`config.mk`:
```
export PLATFORM = sky130hd
export DESIGN_NAME = axil_master_arbiter
export DESIGN_NICKNAME = d
export VERILOG_FILES = /design/src/rtl/axil_master_arbiter.sv
export SDC_FILE = /design/constraint.sdc
export NUM_CORES = 1
export LEC_CHECK = 0
export CAP_MARGIN = 20
export CORE_AREA = 2 2 128 130
export DETAILED_ROUTE_END_ITERATION = 10
export DIE_AREA = 0 0 130 132
export MAX_ROUTING_LAYER = met4
export PLACE_DENSITY = 0.72
export REMOVE_ABC_BUFFERS = 1
export SYNTH_ARGS = -nofsm -noshare
export SYNTH_HDL_FRONTEND = slang
export SYNTH_SLANG_ARGS = --single-unit
export TNS_END_PERCENT = 100
```
`constraint.sdc`:
```
create_clock -name aclk -period 2.4 [get_ports aclk]
set_input_delay 0.48 -clock aclk [delete_from_list [all_inputs] [get_ports aclk]]
set_output_delay 0.48 -clock aclk [all_outputs]
set_load 0.005 [all_outputs]
```
`src/rtl/axil_master_arbiter.sv`:
```
// Round-robin arbiter sharing one AXI4-Lite master port among NUM_REQ requesters.
// Optional watchdog enabled by defining AXIL_ARB_TIMEOUT_EN.
module axil_master_arbiter #(
  parameter int unsigned NUM_REQ        = 2,
  parameter int unsigned ADDR_WIDTH     = 32,
  parameter int unsigned DATA_WIDTH     = 32,
  parameter int unsigned TIMEOUT_CYCLES = 1024
) (
  input  logic                             aclk,
  input  logic                             aresetn,
  input  logic [NUM_REQ-1:0]               req_v_i,
  input  logic [NUM_REQ-1:0]               req_w_i,
  input  logic [NUM_REQ*ADDR_WIDTH-1:0]    req_addr_i,
  input  logic [NUM_REQ*DATA_WIDTH-1:0]    req_data_i,
  input  logic [NUM_REQ*DATA_WIDTH/8-1:0]  req_wstrb_i,
  output logic [NUM_REQ-1:0]               req_ready_o,
  output logic [NUM_REQ-1:0]               resp_v_o,
  output logic [DATA_WIDTH-1:0]            resp_data_o,
  output logic [1:0]                       resp_err_o,
  input  logic [NUM_REQ-1:0]               resp_ready_i,
  output logic [ADDR_WIDTH-1:0]            m01_axi_awaddr,
  output logic [2:0]                       m01_axi_awprot,
  output logic                             m01_axi_awvalid,
  input  logic                             m01_axi_awready,
  output logic [DATA_WIDTH-1:0]            m01_axi_wdata,
  output logic [DATA_WIDTH/8-1:0]          m01_axi_wstrb,
  output logic                             m01_axi_wvalid,
  input  logic                             m01_axi_wready,
  input  logic [1:0]                       m01_axi_bresp,
  input  logic                             m01_axi_bvalid,
  output logic                             m01_axi_bready,
  output logic [ADDR_WIDTH-1:0]            m01_axi_araddr,
  output logic [2:0]                       m01_axi_arprot,
  output logic                             m01_axi_arvalid,
  input  logic                             m01_axi_arready,
  input  logic [DATA_WIDTH-1:0]            m01_axi_rdata,
  input  logic [1:0]                       m01_axi_rresp,
  input  logic                             m01_axi_rvalid,
  output logic                             m01_axi_rready
);

  localparam int unsigned StrbW = DATA_WIDTH / 8;
  localparam int unsigned PW    = (NUM_REQ > 1) ? $clog2(NUM_REQ) : 1;

  typedef enum logic [2:0] {StIdle, StWaddr, StWresp, StRaddr, StRdata, StResp} state_e;

  state_e                r_state, w_state_nxt;
  logic [PW-1:0]         r_rr, r_gnt, w_gnt_idx, w_rr_nxt;
  logic                  w_found, w_timeout;
  logic [ADDR_WIDTH-1:0] r_addr;
  logic [DATA_WIDTH-1:0] r_wdata;
  logic [StrbW-1:0]      r_wstrb;
  logic                  r_awvalid, r_wvalid, r_bready, r_arvalid, r_rready;
  logic                  w_awvalid_nxt, w_wvalid_nxt, w_bready_nxt, w_arvalid_nxt, w_rready_nxt;
  logic [NUM_REQ-1:0]    r_resp_v, w_resp_v_nxt;
  logic [DATA_WIDTH-1:0] r_resp_data, w_resp_data_nxt;
  logic [1:0]            r_resp_err, w_resp_err_nxt;

`ifdef AXIL_ARB_TIMEOUT_EN
  // Late b/r beats after a timeout are sunk while idle.
  localparam logic IdleBeatSink = 1'b1;
  logic        w_wait;
  logic [15:0] r_tmo_cnt;

  assign w_wait = (r_state == StWaddr) || (r_state == StWresp) ||
                  (r_state == StRaddr) || (r_state == StRdata);
  assign w_timeout = w_wait && (r_tmo_cnt == 16'(TIMEOUT_CYCLES - 1));

  always_ff @(posedge aclk or negedge aresetn) begin
    if (!aresetn) begin
      r_tmo_cnt <= '0;
    end else if (w_state_nxt != r_state) begin
      r_tmo_cnt <= '0;
    end else if (w_wait) begin
      r_tmo_cnt <= r_tmo_cnt + 16'd1;
    end
  end
`else
  localparam logic IdleBeatSink = 1'b0;
  assign w_timeout = 1'b0;
`endif

  // First valid requester at or after the round-robin pointer, wrapping.
  always_comb begin
    int k;
    k         = 0;
    w_found   = 1'b0;
    w_gnt_idx = '0;
    for (int i = 0; i < int'(NUM_REQ); i++) begin
      k = int'(r_rr) + i;
      if (k >= int'(NUM_REQ)) k = k - int'(NUM_REQ);
      if (!w_found && req_v_i[k]) begin
        w_found   = 1'b1;
        w_gnt_idx = PW'(k);
      end
    end
    w_rr_nxt = (w_gnt_idx == PW'(NUM_REQ - 1)) ? '0 : w_gnt_idx + 1'b1;
  end

  always_ff @(posedge aclk or negedge aresetn) begin
    if (!aresetn) r_state <= StIdle;
    else          r_state <= w_state_nxt;
  end

  always_comb begin
    w_state_nxt = r_state;
    case (r_state)
      StIdle:  if (w_found) w_state_nxt = req_w_i[w_gnt_idx] ? StWaddr : StRaddr;
      StWaddr: begin
        if ((!r_awvalid || m01_axi_awready) && (!r_wvalid || m01_axi_wready)) begin
          w_state_nxt = StWresp;
        end else if (w_timeout) begin
          w_state_nxt = StResp;
        end
      end
      StWresp: if (m01_axi_bvalid || w_timeout) w_state_nxt = StResp;
      StRaddr: begin
        if (m01_axi_arready) w_state_nxt = StRdata;
        else if (w_timeout)  w_state_nxt = StResp;
      end
      StRdata: if (m01_axi_rvalid || w_timeout) w_state_nxt = StResp;
      StResp:  if (resp_ready_i[r_gnt]) w_state_nxt = StIdle;
      default: w_state_nxt = StIdle;
    endcase
  end

  // Next values of the registered outputs, plus the combinational grant strobe.
  always_comb begin
    req_ready_o = '0;
    if (r_state == StIdle && w_found) req_ready_o[w_gnt_idx] = 1'b1;

    if (r_state == StIdle) begin
      w_awvalid_nxt = (w_state_nxt == StWaddr);
      w_wvalid_nxt  = (w_state_nxt == StWaddr);
    end else begin
      w_awvalid_nxt = (w_state_nxt == StWaddr) && r_awvalid && !m01_axi_awready;
      w_wvalid_nxt  = (w_state_nxt == StWaddr) && r_wvalid && !m01_axi_wready;
    end
    w_arvalid_nxt = (w_state_nxt == StRaddr);
    w_bready_nxt  = (w_state_nxt == StWresp) || (IdleBeatSink && w_state_nxt == StIdle);
    w_rready_nxt  = (w_state_nxt == StRdata) || (IdleBeatSink && w_state_nxt == StIdle);

    w_resp_v_nxt = '0;
    if (w_state_nxt == StResp) w_resp_v_nxt[r_gnt] = 1'b1;

    w_resp_data_nxt = r_resp_data;
    w_resp_err_nxt  = r_resp_err;
    if (r_state == StWresp && m01_axi_bvalid) begin
      w_resp_data_nxt = '0;
      w_resp_err_nxt  = m01_axi_bresp;
    end else if (r_state == StRdata && m01_axi_rvalid) begin
      w_resp_data_nxt = m01_axi_rdata;
      w_resp_err_nxt  = m01_axi_rresp;
    end else if (w_timeout && w_state_nxt == StResp) begin
      w_resp_data_nxt = '0;
      w_resp_err_nxt  = 2'b10;
    end
  end

  always_ff @(posedge aclk or negedge aresetn) begin
    if (!aresetn) begin
      r_rr        <= '0;
      r_gnt       <= '0;
      r_addr      <= '0;
      r_wdata     <= '0;
      r_wstrb     <= '0;
      r_awvalid   <= 1'b0;
      r_wvalid    <= 1'b0;
      r_bready    <= 1'b0;
      r_arvalid   <= 1'b0;
      r_rready    <= 1'b0;
      r_resp_v    <= '0;
      r_resp_data <= '0;
      r_resp_err  <= '0;
    end else begin
      r_awvalid   <= w_awvalid_nxt;
      r_wvalid    <= w_wvalid_nxt;
      r_bready    <= w_bready_nxt;
      r_arvalid   <= w_arvalid_nxt;
      r_rready    <= w_rready_nxt;
      r_resp_v    <= w_resp_v_nxt;
      r_resp_data <= w_resp_data_nxt;
      r_resp_err  <= w_resp_err_nxt;
      if (r_state == StIdle && w_found) begin
        r_gnt   <= w_gnt_idx;
        r_rr    <= w_rr_nxt;
        r_addr  <= req_addr_i[w_gnt_idx*ADDR_WIDTH +: ADDR_WIDTH];
        r_wdata <= req_data_i[w_gnt_idx*DATA_WIDTH +: DATA_WIDTH];
        r_wstrb <= req_wstrb_i[w_gnt_idx*StrbW +: StrbW];
      end
    end
  end

  assign m01_axi_awaddr  = r_addr;
  assign m01_axi_araddr  = r_addr;
  assign m01_axi_awprot  = 3'b000;
  assign m01_axi_arprot  = 3'b000;
  assign m01_axi_awvalid = r_awvalid;
  assign m01_axi_wdata   = r_wdata;
  assign m01_axi_wstrb   = r_wstrb;
  assign m01_axi_wvalid  = r_wvalid;
  assign m01_axi_bready  = r_bready;
  assign m01_axi_arvalid = r_arvalid;
  assign m01_axi_rready  = r_rready;
  assign resp_v_o        = r_resp_v;
  assign resp_data_o     = r_resp_data;
  assign resp_err_o      = r_resp_err;

endmodule

```
==> Yosys cells after proc, flatten, opt, wreduce, memory -nomap -nowiden <==
Cells that the tools add are included.
{ "totals": {"reg_bits": 114, "inputBits": 185, "output_inout_bits": 149} }
{ "classes": {"addsub": 4, "n_lt_le_gt_ge": 8, "n_eq_ne": 10, "shifts": 3, "mux": 37, "reduce_logical": 20} }
{ "ops": {"columns": ["operator", "n"], "rows": [
  ["$mux 32", 4],
  ["$shiftx 64x7->32", 2],
  ["$lt 32x3->1 const B", 2],
  ["$mux 1", 19],
  ["$mux 3", 6],
  ["$pmux 3 s6", 1],
  ["$eq 3x2->1 const B", 4],
  ["$eq 3x3->1 const B", 4],
  ["$logic_and 1x1->1", 11],
  ["$mux 2", 5],
  ["$shiftx 8x4->4", 1],
  ["$eq 3x1->1 const B", 2],
  ["$logic_not 1->1", 5],
  ["$lt 1x2->1 const B", 2],
  ["$logic_not 3->1", 1],
  ["$sub 1x2->3 const B", 1],
  ["$sub 2x2->3 const B", 1],
  ["$add 1x1->2 const B", 1],
  ["$demux 1 s1", 2],
  ["$ge 1x1->1 const B", 2],
  ["$ge 1x2->1 const B", 1],
  ["$ge 2x2->1 const B", 1],
  ["$logic_or 1x1->1", 2],
  ["$reduce_bool 2->1", 1],
  ["$add 1x1->1 const B", 1]
]} }

==> Longest topological paths before layout <==
{ "depth": {"depth_word": 18, "ltp_mapped": 6} }

==> Worst setup path before layout <==
No wires, ideal clock.
{ "synth_timing": {"kind": "register -> output", "start": "register r_state[2]", "end": "output port req_ready_o[1]", "t_arrival_ns": 1.429, "required_time_ns": 1.920, "path_slack_ns": 0.491, "stages_incl_launch_ff": 5, "path_buffers": 2, "cell_sequence": "dfrtp_1 > or3_1 > clkbuf_1 > nor3_2 > buf_2"} }
{ "synth_between": {"elab_chain_len": 3} }
{ "synth_lines": {"columns": ["element", "line", "rtl"], "rows": [
  ["from (decl)", "47", "state_e r_state, w_state_nxt;"],
  ["from (signal assigned)", "101", "if (!aresetn) r_state <= StIdle;"],
  ["from (signal assigned)", "102", "else r_state <= w_state_nxt;"],
  ["$logic_not 3->1", "130", "if (r_state == StIdle && w_found) req_ready_o[w_gnt_idx] = 1'b1;"],
  ["$logic_and 1x1->1", "130", null],
  ["$mux 2", "130", null],
  ["to (decl)", "16", "output logic [NUM_REQ-1:0] req_ready_o,"]
]} }
No other way between the ends.

==> Worst setup path after layout <==
{ "layout_timing": {"start": "register r_state[1]", "end": "output port req_ready_o[1]"} }
The elaborated chain is that of the path after synthesis.

==> out/results.ini <==
[outcome]
status = complete, no violations

[clock_tree]
cts_sinks = 114
cts_inserted_buffers = 17
clock_path_buffers = 2
cts_tree = yes
clock_latency_ns = 0.41
cts-root-buf = clkbuf_16
ctsHtreeMaxLevel = 4
clkTransAtPathRegs_ns = 0.06

[grt]
grt_first_pass_wirelength_um = 26100
grt_max_degree = 70
gr-usage-all-layers_pct = 20.4
overflow = 0
grt_pass1_vias = 4863
antenna_found_initial = 0

[drt]
dr.first_iter.drc_count = 470
routed_wirelength_um = 17200
wire_per_inst_um = 18.5
drc_errors = 0
dr_total_vias = 4654
ant_nets = 0
routed_via_density = 5.00
first_pass_iters = 8

[sta]
whs_ns = 0.497
max_slew_margin_pct = 48.1
fin_crit_sh_pct = 96.0
finalHoldViolCount = 0
setup_viol = 0
rsz0062_at_grt = no
worst_pin_slew_ns = 0.779
slew_violations = 0
min_period_ns = 2.30
setup_ws_ns = 0.0953
fin_worst_skew_ns = 0.00852
fmax_mhz = 434
setup_tns_ns = 0

[synth]
yosys.area_share.xor_xnor_pct = 0
ys_top_cells_by_area = dfrtp_1, a222oi_1, buf_4
syn_inst = 398
async_reset_ff_share_pct = 100
ys_seq_area_share_pct = 59.1
ys_types = 36
synth_top_family_by_area = compound AO/OA/AOI/OAI gates
synth_edf_count = 0
netlist_top_cells_count = dfrtp_1, inv_1, a222oi_1
synth.avg_cell_area_um2 = 12.1
synth_most_common_cell = dfrtp_1
yosys_warnings = 0
synthFlopType = dfrtp_1
yosysTopAreaCellShare_pct = 59.1
syn-cell-area_mm2 = 0.00483
yosys.area_share.simple_pct = 3.60
synth_compound_area_share_pct = 22.2
synthMuxAreaShare_pct = 0.622
ys_seq_elements = 114
synth_top_area_cell = dfrtp_1
synthAdderAreaFrac_pct = 0

[layout]
fill_cells = 1322
diodes = 0
final_nets = 886
multi_input_area_mm2 = 0.00135
seq_area_mm2 = 0.00285
area_growth_pct = 82.7
drive_gt1_share_pct = 8.54

[setup_path]
path_class = register to output port
worstPathCellList = or3_4 > buf_4 > nor3_4 > dlygate4sd2_1
startpoint_type = register
path_buf_inv = 2
critical_path.max_stage_delay_ns = 0.42
crit_family = simple AND/OR/NAND/NOR gates
crit_slowest_cell = dfrtp_2
critPathArrivalTime_ns = 1.82
required_ns = 1.92
cp_max_fo = 2
critPathCaptureType = output port

[place]
dp_hpwl_um = 12500
globalplace.congestion = 0.808
io_buffers = 327
place_ws_ns = 0.0369

[die]
start_util_pct = 30.7
die_h_um = 132
pin_count = 334
rows = 46
die-area_mm2 = 0.0172
fp.dieW_um = 130
core-area_mm2 = 0.0157

[pwr]
ir_worst_vdd_mv = 0.491
power.density_mw_per_mm2 = 1210
power_leakage_nw = 3.99

[flow_run]
cap_violations = 0

[worst_hold_path]
hold_path.class = input pin to async pin

## sequential cells by signal, indices dropped and copies added (netlist names)
name             cells
m01_axi_araddr      32
m01_axi_wdata       32
resp_data_o         32
m01_axi_wstrb        4
r_state              3
resp_err_o           2
resp_v_o             2
m01_axi_arvalid      1
m01_axi_awvalid      1
m01_axi_bready       1
m01_axi_rready       1
m01_axi_wvalid       1
r_gnt                1
r_rr                 1
## stage by stage
step	total power [mW]	cell area (um2)	std cells	utilization, %
2_1_floorplan	4.95	4430	336	-
3_3_place_gp	7.89	8150	893	51.9
3_5_place_dp	8.06	8150	893	51.9
4_1_cts	10.8	8810	929	56.1
5_1_grt	11.4	8820	930	56.1
6_report	10.7	8820	930	56.1
## cells by family (layout without fill, tap and decap cells)
logic type      Yosys count  count (layout)
other cells               1               6
buf+inv                 140             450
mux                       3               3
simple gates             27              27
flops                   114             114
compound gates          113             114
## power by group
group	switching, mW	internal (mW)
sequential	0.555	2.74
clock	0.886	1.72
combinational	1.85	2.94
total	3.30	7.40
## layout by cell type, fill, tap and decap left out, types with 3 or more instances in the layout
master           instances
a222oi_1                68
a22o_1                  32
buf_12                   4
buf_4                   14
bufinv_16                4
clkbuf_16               17
clkdlybuf4s50_1        324
clkinv_2                 5
clkinvlp_4               5
conb_1                   6
dfrtp_1                113
inv_1                   73
mux2i_1                  3
nand2_1                  5
nor4_1                   3
## final timing paths
path | slack [ns] | from | endpoint | cells past startpoint
worst max-delay path | 0.1 | r_state[1] | req_ready_o[1] | 4
worst min-delay path | 0.50 | aresetn | m01_axi_araddr[18] | 2
worst max register to register | 0.20 | r_state[1] | m01_axi_araddr[22] | 7
worst min register to register | 0.50 | resp_data_o[0] | resp_data_o[0] | 1
max in group asynchronous | 1.29 | aresetn | r_state[1] | 3
min in group aclk | 0.50 | resp_data_o[0] | resp_data_o[0] | 1
## layer usage
| metal | wire, um | global-route usage (%) | part of all wire (%) | vias up |
|---|---|---|---|---|
| met5 | 0 | - | 0 | - |
| met4 | 385 | 8.60 | 2.2 | 0 |
| met3 | 1330 | 5.28 | 7.7 | 29 |
| met2 | 8940 | 34.4 | 52 | 270 |
| met1 | 6560 | 22.7 | 38 | 2291 |
| li1 | - | - | - | 2064 |
## final cells by class
type | instances | area share, %
clock inverter | 15 | 2.17
clock buffer | 17 | 4.82
multi-input combinational | 150 | 15.3
tap | 216 | 3.06
timing repair buffer | 345 | 39.2
sequential | 114 | 32.4
inverter | 73 | 3.11
## repair_timing
action | in CTS | in global routing
hold buffers | 1 | 0
setup buffers | 3 | 0
hold endpoints to repair | 16 | 0
pin swaps | 1 | 1
gates resized for setup | 3 | 1
cloned | 0 | 1
setup endpoints to repair | 2 | 2
No activity file was read; power rests on OpenSTA's default activity.
